## src/rtl/sonar_adc_capture_controller.sv

```systemverilog
// Serial ADC capture controller: drives CS/SCLK, feeds an external 16-bit shift
// register one bit per SCLK rise, and latches the finished word after 16 bits.
module sonar_adc_capture_controller #(
  parameter int unsigned CLK_DIV = 4
) (
  input  logic        clk,
  input  logic        reset,
  input  logic        start,
  input  logic        continuous,
  input  logic        sdata,
  input  logic [15:0] sr_q,
  output logic        sr_enable,
  output logic        sr_d,
  output logic        cs_n,
  output logic        sclk,
  output logic [15:0] word_out,
  output logic        word_valid,
  output logic        busy,
  output logic [15:0] word_count
);

  localparam int unsigned DIV_W  = 8;
  localparam int unsigned HALF_W = 5;
  localparam int unsigned WORD_W = 16;
  localparam logic [DIV_W-1:0]  DIV_LAST  = DIV_W'(CLK_DIV - 1);
  localparam logic [HALF_W-1:0] HALF_LAST = HALF_W'(31);

  typedef enum logic [2:0] {
    IDLE  = 3'd0,
    SETUP = 3'd1,
    SHIFT = 3'd2,
    DONE  = 3'd3,
    QUIET = 3'd4
  } state_t;

  state_t state, state_next;

  logic [DIV_W-1:0]  div, div_next;
  logic [HALF_W-1:0] half, half_next;
  logic              div_end;
  logic              sclk_next, sr_enable_next, sr_d_next, cs_n_next;
  logic              word_valid_next, busy_next;
  logic [WORD_W-1:0] word_out_next, word_count_next;

  assign div_end = (div == DIV_LAST);

  // State register
  always_ff @(posedge clk) begin
    if (reset) state <= IDLE;
    else       state <= state_next;
  end

  // Next-state logic; half counts SCLK half-periods, 32 of them per capture
  always_comb begin
    state_next = state;
    case (state)
      IDLE:    if (start || continuous) state_next = SETUP;
      SETUP:   if (div_end) state_next = SHIFT;
      SHIFT:   if (div_end && (half == HALF_LAST)) state_next = DONE;
      DONE:    state_next = QUIET;
      QUIET:   if (div_end) state_next = continuous ? SETUP : IDLE;
      default: state_next = IDLE;
    endcase
  end

  // Output/datapath next values, registered below so outputs align with state
  always_comb begin
    div_next        = '0;
    half_next       = '0;
    sclk_next       = 1'b0;
    sr_enable_next  = 1'b0;
    sr_d_next       = sr_d;
    word_valid_next = 1'b0;
    word_out_next   = word_out;
    word_count_next = word_count;
    cs_n_next       = !((state_next == SETUP) || (state_next == SHIFT));
    busy_next       = (state_next != IDLE);

    case (state)
      SETUP, QUIET: div_next = div_end ? '0 : div + DIV_W'(1);
      SHIFT: begin
        div_next  = div_end ? '0 : div + DIV_W'(1);
        half_next = div_end ? half + HALF_W'(1) : half;
        sclk_next = div_end ? ~sclk : sclk;
        // A rising SCLK samples the ADC bit and shifts it into the external register
        if (div_end && !sclk) begin
          sr_enable_next = 1'b1;
          sr_d_next      = sdata;
        end
      end
      default: ;
    endcase

    // Word is complete in sr_q by now: the last shift happened CLK_DIV-1 cycles ago
    if (state_next == DONE) begin
      word_valid_next = 1'b1;
      word_out_next   = sr_q;
      word_count_next = word_count + WORD_W'(1);
    end
  end

  // Output and counter registers
  always_ff @(posedge clk) begin
    if (reset) begin
      div        <= '0;
      half       <= '0;
      sclk       <= 1'b0;
      sr_enable  <= 1'b0;
      sr_d       <= 1'b0;
      cs_n       <= 1'b1;
      word_out   <= '0;
      word_valid <= 1'b0;
      busy       <= 1'b0;
      word_count <= '0;
    end else begin
      div        <= div_next;
      half       <= half_next;
      sclk       <= sclk_next;
      sr_enable  <= sr_enable_next;
      sr_d       <= sr_d_next;
      cs_n       <= cs_n_next;
      word_out   <= word_out_next;
      word_valid <= word_valid_next;
      busy       <= busy_next;
      word_count <= word_count_next;
    end
  end

endmodule

```

## config.mk

```make
export PLATFORM = sky130hd
export DESIGN_NAME = sonar_adc_capture_controller
export DESIGN_NICKNAME = d
export VERILOG_FILES = /design/src/rtl/sonar_adc_capture_controller.sv
export SDC_FILE = /design/constraint.sdc
export NUM_CORES = 1
export LEC_CHECK = 0
export ABC_CLOCK_PERIOD_IN_PS = 2900
export BUFFER_PORTS_ARGS = -buffer_cell sky130_fd_sc_hd__buf_2
export CORE_ASPECT_RATIO = 1.1
export CORE_MARGIN = 1
export CORE_UTILIZATION = 50
export CTS_BUF_LIST = sky130_fd_sc_hd__clkbuf_4 sky130_fd_sc_hd__clkbuf_8
export CTS_CLUSTER_DIAMETER = 50
export DETAILED_ROUTE_END_ITERATION = 12
export PLACE_DENSITY = 0.85
export SYNTH_ARGS = -nofsm -noshare
export SYNTH_HDL_FRONTEND = slang
export SYNTH_SLANG_ARGS = --single-unit
export TNS_END_PERCENT = 5
```

## constraint.sdc

```tcl
create_clock -name clk -period 2.9 [get_ports clk]
set_clock_uncertainty 0.2 [all_clocks]
set_input_delay 0.145 -clock clk [delete_from_list [all_inputs] [get_ports clk]]
set_output_delay 0.145 -clock clk [all_outputs]
set_load 0.02 [all_outputs]
```

# --- Word level (Yosys, flattened, before mapping) ---
# Index checks and enable logic that the tools add are counted.
op_classes:
  add_sub_neg: 3
  eq_ne: 9
  mux: 8
  bitwise: 3
  n_reduce_logical: 12
op_table:
  columns: ["cell", "n"]
  rows:
  - ["adder 16 x 1 -> 16 bit, second input constant", 1]
  - ["case mux 3 bit (5 select lines)", 1]
  - ["== test 3 x 2 -> 1 bit, second input constant", 4]
  - ["two-way mux 3 bit", 4]
  - ["adder 8 x 1 -> 8 bit, second input constant", 1]
  - ["== test 8 x 2 -> 1 bit, second input constant", 1]
  - ["== test 3 x 1 -> 1 bit, second input constant", 2]
  - ["OR reduction 3 bit", 2]
  - ["adder 5 x 1 -> 5 bit, second input constant", 1]
  - ["== test 5 bit, second input constant", 1]
  - ["== test 3 bit, second input constant", 1]
  - ["logical NOT 3 bit", 1]
  - ["two-way mux 1 bit", 3]
  - ["NOT 1 bit", 3]
  - ["nonzero test 3 bit", 1]
  - ["logical AND 1 bit", 2]
  - ["logical NOT 1 bit", 2]
  - ["logical OR 1 bit", 2]
  - ["AND reduction 2 bit", 1]
  - ["OR reduction 2 bit", 1]
totals:
  register_bits: 54
  inputBits: 21

# --- Longest topological paths before layout ---
# Gate-level depths: netlist of run 1.
depth:
  word_depth: 7
  depth_mapped: 9
  mapped_depth_nobuf: 7

# --- Worst setup path before layout of run 1 ---
# Ideal clock, no wire load.
synth_timing:
  kind: "reg-to-reg"
  from: "register half[0]"
  to: "register word_count[11]"
  setup_time_ns: 0.070
  t_arrival_ns: 1.953
  required_time_ns: 2.630
  setup_slack_ns: 0.677
  stages_incl_launch_ff: 9
  synth_period_minus_slack_ns: 2.223
  path_cell_list: "dfxtp_1 -> ha_1 -> and3_1 -> ha_1 -> and4bb_1 -> nand3_2 -> buf_6 -> or4_1 -> a21oi_1"
synth_via:
  elab_chain_cells: 5
synth_rtl:
  columns: ["item", "line_no", "source"]
  rows:
  - ["start, declared", "39", "logic [HALF_W-1:0] half, half_next;"]
  - ["start signal, assigned", "117", "half <= half_next;"]
  - ["== test 5 bit", "59", "SHIFT: if (div_end && (half == HALF_LAST)) state_next = DONE;"]
  - ["logical AND 1 bit", "59", null]
  - ["two-way mux 3 bit", "59", null]
  - ["case mux 3 bit (5 select lines)", "56", "case (state)"]
  - ["== test 3 x 2 -> 1 bit", "95", "if (state_next == DONE) begin"]
  - ["end signal, assigned", "125", "word_count <= word_count_next;"]
  - ["end, declared", "19", "output logic [15:0] word_count"]
# Every way passes these cells.
# A chain may end at the register's enable or synchronous reset.

# --- Worst setup path after layout of run 1 ---
layout_timing:
  from: "register half[0]"
  to: "register word_count[15]"
# The elaborated chain is that of the path after synthesis.

==> results of run 1 <==
==> area by class of cell <==
type	count	area [um^2]	area share (%)
well taps	54	67.6	2.35
inverters	2	7.51	0.261
multi-input cells	195	1140	39.7
clock inverters	1	8.76	0.304
flip-flops and latches	54	1080	37.5
repair buffers	77	475	16.5
clock buffers	7	96.3	3.35
==> metrics by stage <==
step	total power, mW	hold WS [ps]	util [%]
6_report	1.28	30.2	66.2
5_1_grt	1.32	45.2	66.2
3_3_place_gp	0.816	186	59.9
2_1_floorplan	0.795	81.0	-
3_5_place_dp	0.816	192	59.9
4_1_cts	1.29	19.2	66.2
==> routing by layer <==
metal / vias up / global-route usage (%)
li1: 1066 / -
met1: 1007 / 27.2
met2: 53 / 36.9
met3: 8 / 5.47
met4: 0 / 11.1
met5: - / 0
==> how the worst max path moves through the flow <==
| stage | end | slack, ps | cells after the start |
|---|---|---|---|
| floorplan | word_count[11] | 680 | 8 |
| global placement | word_count[13] | 600 | 7 |
| detailed placement | word_count[15] | 510 | 7 |
| CTS | word_count[7] | 480 | 5 |
| global route | word_count[12] | 250 | 5 |
| finish | word_count[15] | 460 | 7 |
==> sequential cells by signal, summed over array words and instances, names as in the netlist <==
name	flops
state	3
word_valid	1
sclk	1
half	5
word_out	16
busy	1
word_count	16
sr_d	1
sr_enable	1
cs_n	1
div	8
==> where the power goes <==
group | switching (mW) | internal, mW
combinational | 0.0303 | 0.0354
clock | 0.242 | 0.219
sequential | 0.00622 | 0.746
==> repair_timing <==
| item | 4_1_cts | 5_1_grt |
|---|---|---|
| hold endpoints to repair | 17 | 0 |
| buffers inserted | 0 | 0 |
| hold buffers | 17 | 0 |
==> critical path, cell delays in order (launching register included) <==
cell and delay [ps]:
sky130_fd_sc_hd__dfxtp_1 370, sky130_fd_sc_hd__ha_1 180, sky130_fd_sc_hd__and3_1 170, sky130_fd_sc_hd__ha_1 170, sky130_fd_sc_hd__and4bb_1 330, sky130_fd_sc_hd__nand3_2 220, sky130_fd_sc_hd__or4_1 580, sky130_fd_sc_hd__a21oi_1 160
==> logic make-up (layout without fill, tap and decap cells) <==
logic type	count (synthesis)	count (layout)	synth area share (%)
and+or+nand+nor	125	125	28.6
DFF	54	54	47.0
AOI/OAI and AO/OA	49	49	12.1
buffers and inverters	17	87	3.27
xor gates and xnor gates	14	14	5.33
adders and majority gates	4	4	2.18
muxes	3	3	1.47
==> layout by cell type (no fill, tap or decap), types with 2 or more instances in the layout <==
| master | n |
|---|---|
| sky130_fd_sc_hd__dlygate4sd3_1 | 17 |
| sky130_fd_sc_hd__a21oi_1 | 31 |
| sky130_fd_sc_hd__buf_2 | 58 |
| sky130_fd_sc_hd__or3_1 | 5 |
| sky130_fd_sc_hd__nand2_1 | 44 |
| sky130_fd_sc_hd__mux2_2 | 3 |
| sky130_fd_sc_hd__dfxtp_1 | 54 |
| sky130_fd_sc_hd__nor3_1 | 3 |
| sky130_fd_sc_hd__nor2b_1 | 4 |
| sky130_fd_sc_hd__xor2_1 | 8 |
| sky130_fd_sc_hd__nor2_1 | 22 |
| sky130_fd_sc_hd__and4_1 | 3 |
| sky130_fd_sc_hd__inv_1 | 2 |
| sky130_fd_sc_hd__clkbuf_8 | 7 |
| sky130_fd_sc_hd__and3_1 | 7 |
| sky130_fd_sc_hd__buf_4 | 2 |
| sky130_fd_sc_hd__nand4_1 | 7 |
| sky130_fd_sc_hd__xnor2_1 | 6 |
| sky130_fd_sc_hd__o21ai_0 | 7 |
| sky130_fd_sc_hd__or4_1 | 5 |
| sky130_fd_sc_hd__nand2b_1 | 2 |
| sky130_fd_sc_hd__ha_1 | 4 |
| sky130_fd_sc_hd__nand3b_1 | 3 |
| sky130_fd_sc_hd__o31ai_1 | 5 |
| sky130_fd_sc_hd__and2_1 | 2 |
| sky130_fd_sc_hd__nand3_1 | 11 |
==> results by group, run 1 <==
CTS
  • Number of gates resized after CTS: 0
  • Clk slew on worst S/H paths: 90 ps
  • Clock latency of the later-clocked register in the worst-skew pair: 310 ps
  • Max H-tree Level: 2
  • Root Buffer Master: sky130_fd_sc_hd__clkbuf_8
  • Max clock buf depth: 2
  • TritonCTS clock tree: done
  • Clock sink count: 54
  • Clock buffers created by TritonCTS: 5

Die
  • Chip width: 66.6 um
  • FP Rows: 25
  • Chip Height: 73.1 um
  • Starting density of the core: 52.9%
  • Number of placed I/O pins: 59
  • Area of the placeable core: 0.00435 mm^2
  • Die footprint: 0.00487 mm^2

Critical path
  • Number of cell instances on the worst register-to-register path: 7
  • Critical path required time: 2940 ps
  • Endpoint arrival time on the critical path: 2480 ps
  • Startpoint of the lowest-slack register-to-register path: half[0]
  • WS Path Type: reg -> reg
  • Kind of start point of the critical path: register
  • Source of the critical timing path: half[0]
  • Terminus of the critical flop-to-flop path: word_count[15]
  • Peak fanout along the critical path: 12
  • Crit end category: register
  • Worst reg2reg setup slack: 460 ps

Synth
  • Area share of the largest cell type after synthesis: 47.0%
  • Most instantiated cells after synthesis: sky130_fd_sc_hd__dfxtp_1 (54), sky130_fd_sc_hd__nand2_1 (44), sky130_fd_sc_hd__a21oi_1 (31)
  • Cell types occupying the most area after synthesis: sky130_fd_sc_hd__dfxtp_1 (47%), sky130_fd_sc_hd__nand2_1 (7.2%), sky130_fd_sc_hd__a21oi_1 (6.8%)
  • Number of register bits inferred by synthesis: 54
  • Yosys warning count: 0
  • Cell Area, Synth: 0.00230 mm^2
  • Post-synthesis net count: 291
  • Proportion of synthesized chip area in sequential cells: 47.0%
  • Dominant register cell in the synthesized netlist: sky130_fd_sc_hd__dfxtp_1
  • Avg Inst Size Synth: 8.64 um^2
  • Most common cell in the netlist: sky130_fd_sc_hd__dfxtp_1
  • Number of enable-type register cells in the synthesized netlist: 0
  • Number of standard cells after synthesis: 266
  • Synth area leader: sky130_fd_sc_hd__dfxtp_1
  • Share of synthesized registers carrying an async set or reset: 0%
  • Yosys cell types: 39

Cells and area
  • Fill cells: 336
  • Net count, final: 360
  • ANT cells: 0
  • Final std cells w/o fill: 390
  • Layout cell share with drive strength beyond 1: 22.3%
  • Summed area of non-filler cells in the final layout: 0.00288 mm^2
  • Area delta synth->final: 25.3%

Min path
  • Capture endpoint of the worst hold path: state[0]
  • Start point of the worst hold path: start
  • Worst Hold Class: in -> reg
  • Worst hold path cell count: 4

STA
  • Setup total negative slack: 0 ps
  • Final min period: 2440 ps
  • Setup slack after layout: 463 ps
  • Period Utilization, post-route: 84.0%
  • Max Clk Rate: 410 MHz
  • Hold Fails Final Rpt: 0
  • Final Max Slew Viols: 0
  • Transition time of the tightest slew-check pin: 777 ps
  • Setup repair after global routing missed its margin: no
  • Setup-violating endpoint count in the final report: 0
  • Worst slew margin: 48.2%

Placed design
  • Number of placed cells counting well taps: 365
  • Placer congestion estimate: 0.777
  • Port Buffer Count: 58
  • Area of placed instances: 0.00260 mm^2
  • Placed wire-length estimate after detailed placement: 3.25 mm
  • Placement-stage worst setup slack: 505 ps

Routing
  • Number of nets still failing antenna checks after routing: 0
  • Via-to-Cell Ratio: 5.47
  • Met3 routed WL: 209 um
  • Wire per inst: 13.0 um
  • Detailed router's first-iteration violation count: 100
  • Post-detailed-routing wire length: 5.07 mm
  • Drt first pass iters: 4
  • DRC violations left: 0
  • Top routing layer used: met4
  • Met2 Wirelength: 2.52 mm
  • Total number of vias: 2,134
  • Detailed-routing wirelength on met1: 2.23 mm

Global routing
  • Largest net degree at the start of global routing: 45
  • Via count of the first global-routing pass: 1,938
  • GR Overflow Total: 0
  • Initial antenna violation count: 0
  • GRT Util Overall: 22.5%
  • Global-route wire length before repair: 8.39 mm

Power
  • Power Density: 444 mW/mm^2
  • VDD IR-drop max: 0.396 mV
  • Static leakage power: 1.17 nW

Flow run
  • Max Cap Violations: 0

Run status
  • Result of the run: complete, no violations
Power figures use the tool's default switching activity.
==> run 2, diff against run 1 <==
- ABC_CLOCK_PERIOD_IN_PS: 2900 -> 2350
- clock period: 2.9 -> 2.35 ns (I/O delays scaled with it)
==> results by group, run 2 (synthesis results as in run 1) <==
Routing
  • Number of nets still failing antenna checks after routing: 0
  • DRC violations left: 0
  • Via-to-Cell Ratio: 5.39
  • Post-detailed-routing wire length: 5.27 mm
  • Drt first pass iters: 4
  • Total number of vias: 2,145
  • Detailed router's first-iteration violation count: 101
  • Wire per inst: 13.2 um

Flow run
  • Max Cap Violations: 0

STA
  • Setup repair after global routing missed its margin: yes
  • Max Clk Rate: 438 MHz
  • Final Max Slew Viols: 0
  • Transition time of the tightest slew-check pin: 782 ps
  • Hold Fails Final Rpt: 0
  • Final min period: 2290 ps
  • Setup-violating endpoint count in the final report: 0
  • Period Utilization, post-route: 97.2%
  • Smallest hold slack: 53.0 ps
  • Worst slew margin: 47.9%

Critical path
  • Kind of start point of the critical path: register
  • Endpoint arrival time on the critical path: 2290 ps
  • Critical path required time: 2360 ps
  • Worst reg2reg setup slack: 60 ps
  • Peak fanout along the critical path: 4
  • WS Path Type: reg -> reg
  • Crit end category: register

Placed design
  • Placer congestion estimate: 0.850
  • Placed wire-length estimate after detailed placement: 3.35 mm
  • Area of placed instances: 0.00265 mm^2
  • Port Buffer Count: 58

Die
  • FP Rows: 25
  • Chip Height: 73.1 um
  • Number of placed I/O pins: 59
  • Area of the placeable core: 0.00435 mm^2
  • Chip width: 66.6 um
  • Die footprint: 0.00487 mm^2
  • Starting density of the core: 52.9%

CTS
  • Max clock buf depth: 2
  • Clock buffers created by TritonCTS: 5
  • Clock latency of the later-clocked register in the worst-skew pair: 310 ps
  • Root Buffer Master: sky130_fd_sc_hd__clkbuf_8
  • Clock sink count: 54
  • TritonCTS clock tree: done
  • Max H-tree Level: 2
  • Clk slew on worst S/H paths: 100 ps

Global routing
  • Via count of the first global-routing pass: 1,909
  • GRT Util Overall: 22.8%
  • GR Overflow Total: 0
  • Global-route wire length before repair: 8.42 mm
  • Largest net degree at the start of global routing: 45
  • Initial antenna violation count: 0

Cells and area
  • Net count, final: 368
  • Area delta synth->final: 28.9%
  • Largest registers ranked by flip-flop count: word_count x16, word_out x16, div x8
  • Summed area of non-filler cells in the final layout: 0.00296 mm^2
  • Commonest cells after routing, fill and taps aside: sky130_fd_sc_hd__buf_2 (58), sky130_fd_sc_hd__dfxtp_1 (53), sky130_fd_sc_hd__nand2_1 (44)
  • ANT cells: 0
  • Fill cells: 346
  • Commonest non-fill, non-tap cell in the layout: sky130_fd_sc_hd__buf_2
  • Layout cell share with drive strength beyond 1: 25.0%

Power
  • Power Density: 528 mW/mm^2
  • VDD IR-drop max: 0.413 mV
  • Static leakage power: 1.20 nW

Min path
  • Worst Hold Class: in -> reg

Run status
  • Result of the run: complete, no violations
[run 2: per-stage QoR]
stage	power, mW	util, %	cells	TNS [ps]	setup slack, ps
6_report	1.56	68.1	398	0	64.9
2_1_floorplan	0.981	-	266	0	127
4_1_cts	1.57	67.3	397	-23.7	-9.59
3_5_place_dp	1.01	60.9	371	0	37.2
3_3_place_gp	1.01	60.9	371	0	91.5
5_1_grt	1.63	68.1	398	-31.5	-13.9
[run 2: path summary, 6_finish.rpt]
kind / from / end / cells after the start
min reg2reg: div[0] / div[0] / 1
max: half[0] / word_count[6] / 8
max reg2reg: half[0] / word_count[6] / 8
min: continuous / state[0] / 4
[run 2: where the power goes]
group	total, mW	switching, mW	leakage [nW]	internal [mW]
Sequential	0.929	0.00757	0.436	0.921
Clock	0.551	0.308	0.0478	0.243
Combinational	0.0830	0.0378	0.716	0.0452
Total	1.56	0.354	1.20	1.21
[run 2: critical path, stage by stage, from the launching register on]
cell,delay (ps)
sky130_fd_sc_hd__dfxtp_2,340
sky130_fd_sc_hd__ha_1,200
sky130_fd_sc_hd__and3_1,180
sky130_fd_sc_hd__ha_1,190
sky130_fd_sc_hd__and4bb_2,270
sky130_fd_sc_hd__buf_4,150
sky130_fd_sc_hd__and3_1,210
sky130_fd_sc_hd__nand4_1,110
sky130_fd_sc_hd__mux2_2,330
[run 2: final cells by class]
class | count | area (um^2) | share of cell area (%)
Inverter | 2 | 7.51 | 0.253
Timing Repair Buffer | 85 | 542 | 18.3
Clock inverter | 2 | 16.3 | 0.549
Multi-Input combinational cell | 195 | 1160 | 39.3
Tap cell | 54 | 67.6 | 2.28
Clock buffer | 6 | 82.6 | 2.79
Sequential cell | 54 | 1080 | 36.5
[run 2: per-layer routing]
metal | GRT usage, % | vias to the layer above | share of wire [%]
li1 | - | 1083 | -
met2 | 38.6 | 57 | 50
met5 | 0 | - | 0
met1 | 26.8 | 993 | 44
met4 | 11.1 | 0 | 2.5
met3 | 5.31 | 12 | 3.8
[run 2: what timing repair did]
action / 4_1_cts / 5_1_grt
buffers inserted: 0 / 1
hold buffers: 18 / 0
pin swaps: 0 / 3
hold endpoints to repair: 18 / 0
setup endpoints to repair: 5 / 13
gates resized for setup: 0 / 7
==> run 3, diff against run 2 <==
- ABC_AREA: default -> 1
- PLACE_DENSITY: 0.85 -> 0.84
==> results by group, run 3 <==
Synth
  • Cell Area, Synth: 0.00249 mm^2
  • Yosys cell types: 28
  • Number of register bits inferred by synthesis: 54
  • Cell types occupying the most area after synthesis: sky130_fd_sc_hd__dfxtp_1 (43%), sky130_fd_sc_hd__nand2_1 (12%), sky130_fd_sc_hd__nand3_1 (9.7%)
  • Avg Inst Size Synth: 7.38 um^2
  • Proportion of synthesized chip area in sequential cells: 43.5%
  • Most common cell in the netlist: sky130_fd_sc_hd__nand2_1
  • Dominant register cell in the synthesized netlist: sky130_fd_sc_hd__dfxtp_1
  • Synth area leader: sky130_fd_sc_hd__dfxtp_1
  • Yosys warning count: 0
  • Post-synthesis net count: 362
  • Area share of the largest cell type after synthesis: 43.5%
  • Number of standard cells after synthesis: 337
  • Number of enable-type register cells in the synthesized netlist: 0
  • Most instantiated cells after synthesis: sky130_fd_sc_hd__nand2_1 (80), sky130_fd_sc_hd__dfxtp_1 (54), sky130_fd_sc_hd__nand3_1 (48)
  • Share of synthesized registers carrying an async set or reset: 0%

Placed design
  • Placement-stage worst setup slack: 144 ps
  • Placed wire-length estimate after detailed placement: 3.82 mm
  • Number of placed cells counting well taps: 442
  • Placer congestion estimate: 0.813
  • Area of placed instances: 0.00278 mm^2
  • Port Buffer Count: 58

Cells and area
  • Largest registers ranked by flip-flop count: word_count x16, word_out x16, div x8
  • Final std cells w/o fill: 470
  • Commonest non-fill, non-tap cell in the layout: sky130_fd_sc_hd__nand2_1
  • ANT cells: 0
  • Commonest cells after routing, fill and taps aside: sky130_fd_sc_hd__nand2_1 (80), sky130_fd_sc_hd__buf_2 (58), sky130_fd_sc_hd__dfxtp_1 (54)
  • Summed area of non-filler cells in the final layout: 0.00310 mm^2
  • Post-layout utilization of the core: 65.7%
  • Layout cell share with drive strength beyond 1: 19.6%
  • Net count, final: 438
  • Area delta synth->final: 24.7%
  • Fill cells: 373

Global routing
  • Global-route wire length before repair: 9.85 mm
  • GR Overflow Total: 0
  • Initial antenna violation count: 0
  • Via count of the first global-routing pass: 2,239
  • GRT Util Overall: 22.4%
  • Largest net degree at the start of global routing: 35

Power
  • Power Density: 512 mW/mm^2
  • Pwr Total: 1.59 mW
  • VDD IR-drop max: 0.317 mV
  • Static leakage power: 1.26 nW

Min path
  • Worst Hold Class: in -> reg

STA
  • Final min period: 2160 ps
  • Smallest hold slack: 126 ps
  • Hold Fails Final Rpt: 0
  • Max Clk Rate: 463 MHz
  • Setup repair after global routing missed its margin: no
  • Setup total negative slack: 0 ps
  • Setup slack after layout: 189 ps
  • Setup-violating endpoint count in the final report: 0
  • Final Max Slew Viols: 0
  • Period Utilization, post-route: 92.0%
  • Transition time of the tightest slew-check pin: 510 ps
  • Worst slew margin: 65.9%

Die
  • Starting density of the core: 52.7%
  • FP Rows: 26
  • Number of placed I/O pins: 59
  • Chip width: 69.2 um
  • Chip Height: 76.0 um
  • Area of the placeable core: 0.00472 mm^2
  • Die footprint: 0.00526 mm^2

CTS
  • Clock sink count: 54
  • Root Buffer Master: sky130_fd_sc_hd__clkbuf_8
  • TritonCTS clock tree: done
  • Max H-tree Level: 2
  • Clk slew on worst S/H paths: 90 ps
  • Clock buffers created by TritonCTS: 5
  • Max clock buf depth: 2
  • Clock latency of the later-clocked register in the worst-skew pair: 300 ps

Critical path
  • WS Path Type: reg -> reg
  • Critical path required time: 2390 ps
  • Crit end category: register
  • Worst reg2reg setup slack: 190 ps
  • Kind of start point of the critical path: register
  • Endpoint arrival time on the critical path: 2200 ps
  • Peak fanout along the critical path: 21

Routing
  • Detailed router's first-iteration violation count: 221
  • Total number of vias: 2,457
  • Via-to-Cell Ratio: 5.23
  • Drt first pass iters: 4
  • DRC violations left: 0
  • Wire per inst: 12.6 um
  • Post-detailed-routing wire length: 5.94 mm
  • Number of nets still failing antenna checks after routing: 0

Run status
  • Result of the run: complete, no violations

Flow run
  • Max Cap Violations: 0
## run 3: changes by cell type after synthesis, moves of 6 or more
cell	previous run	this run
sky130_fd_sc_hd__a21oi_1	31	41
sky130_fd_sc_hd__clkbuf_1	10	4
sky130_fd_sc_hd__inv_1	2	19
sky130_fd_sc_hd__nand2_1	44	80
sky130_fd_sc_hd__nand3_1	11	48
sky130_fd_sc_hd__nor2_1	22	40
## run 3: final timing paths
kind,start,endpoint,cells past startpoint
worst min register to register,div[0],div[0],1
worst max register to register,half[0],word_out[12],10
worst max-delay path,half[0],word_out[12],10
worst min-delay path,start,state[0],3
## run 3: metal layers
metal / vias to the layer above / share of wire (%) / track usage, %
li1: 1265 / - / -
met1: 1105 / 43 / 27.1
met2: 70 / 51 / 38.2
met5: - / 0 / 0
met3: 17 / 3.6 / 4.39
met4: 0 / 2.4 / 10.2
## run 3: layout make-up
type | instances | area [um^2] | share of cell area, %
well taps | 56 | 70.1 | 2.26
repair buffers | 82 | 528 | 17.0
inverters | 20 | 75.1 | 2.42
multi-input cells | 250 | 1250 | 40.4
flip-flops and latches | 54 | 1080 | 34.9
clock buffers | 7 | 90.1 | 2.91
clock inverters | 1 | 5.00 | 0.161
## run 3: logic make-up after synthesis
logic type               after synthesis  share of synthesized area, %
buffers and inverters                 33                          6.89
AO/OA/AOI/OAI                         49                          10.6
flip-flops                            54                          43.5
adder cells (fa/ha/maj)                4                          2.01
XOR/XNOR                              12                          4.23
AND/OR/NAND/NOR                      185                          32.8
## run 3: power by group
| part | switching [mW] | leakage, nW | internal (mW) |
|---|---|---|---|
| logic | 0.0738 | 0.771 | 0.0518 |
| clock network | 0.288 | 0.0517 | 0.250 |
| registers | 0.00387 | 0.436 | 0.922 |
| total | 0.366 | 1.26 | 1.22 |
## run 3: critical path: stages, from the launching register on
cell and delay (ps):
sky130_fd_sc_hd__dfxtp_1 390, sky130_fd_sc_hd__ha_1 190, sky130_fd_sc_hd__and3_1 160, sky130_fd_sc_hd__ha_1 140, sky130_fd_sc_hd__nand4_1 90, sky130_fd_sc_hd__nand3_1 110, sky130_fd_sc_hd__nand2_2 100, sky130_fd_sc_hd__nand2_8 160
sky130_fd_sc_hd__buf_4 240, sky130_fd_sc_hd__nand3_1 120, sky130_fd_sc_hd__a21oi_1 190
## run 3: what timing repair did
action / 4_1_cts / 5_1_grt
setup endpoints to repair: 0 / 28
buffers inserted: 0 / 2
resized for setup: 0 / 2
hold endpoints to repair: 18 / 0
hold buffers: 18 / 0
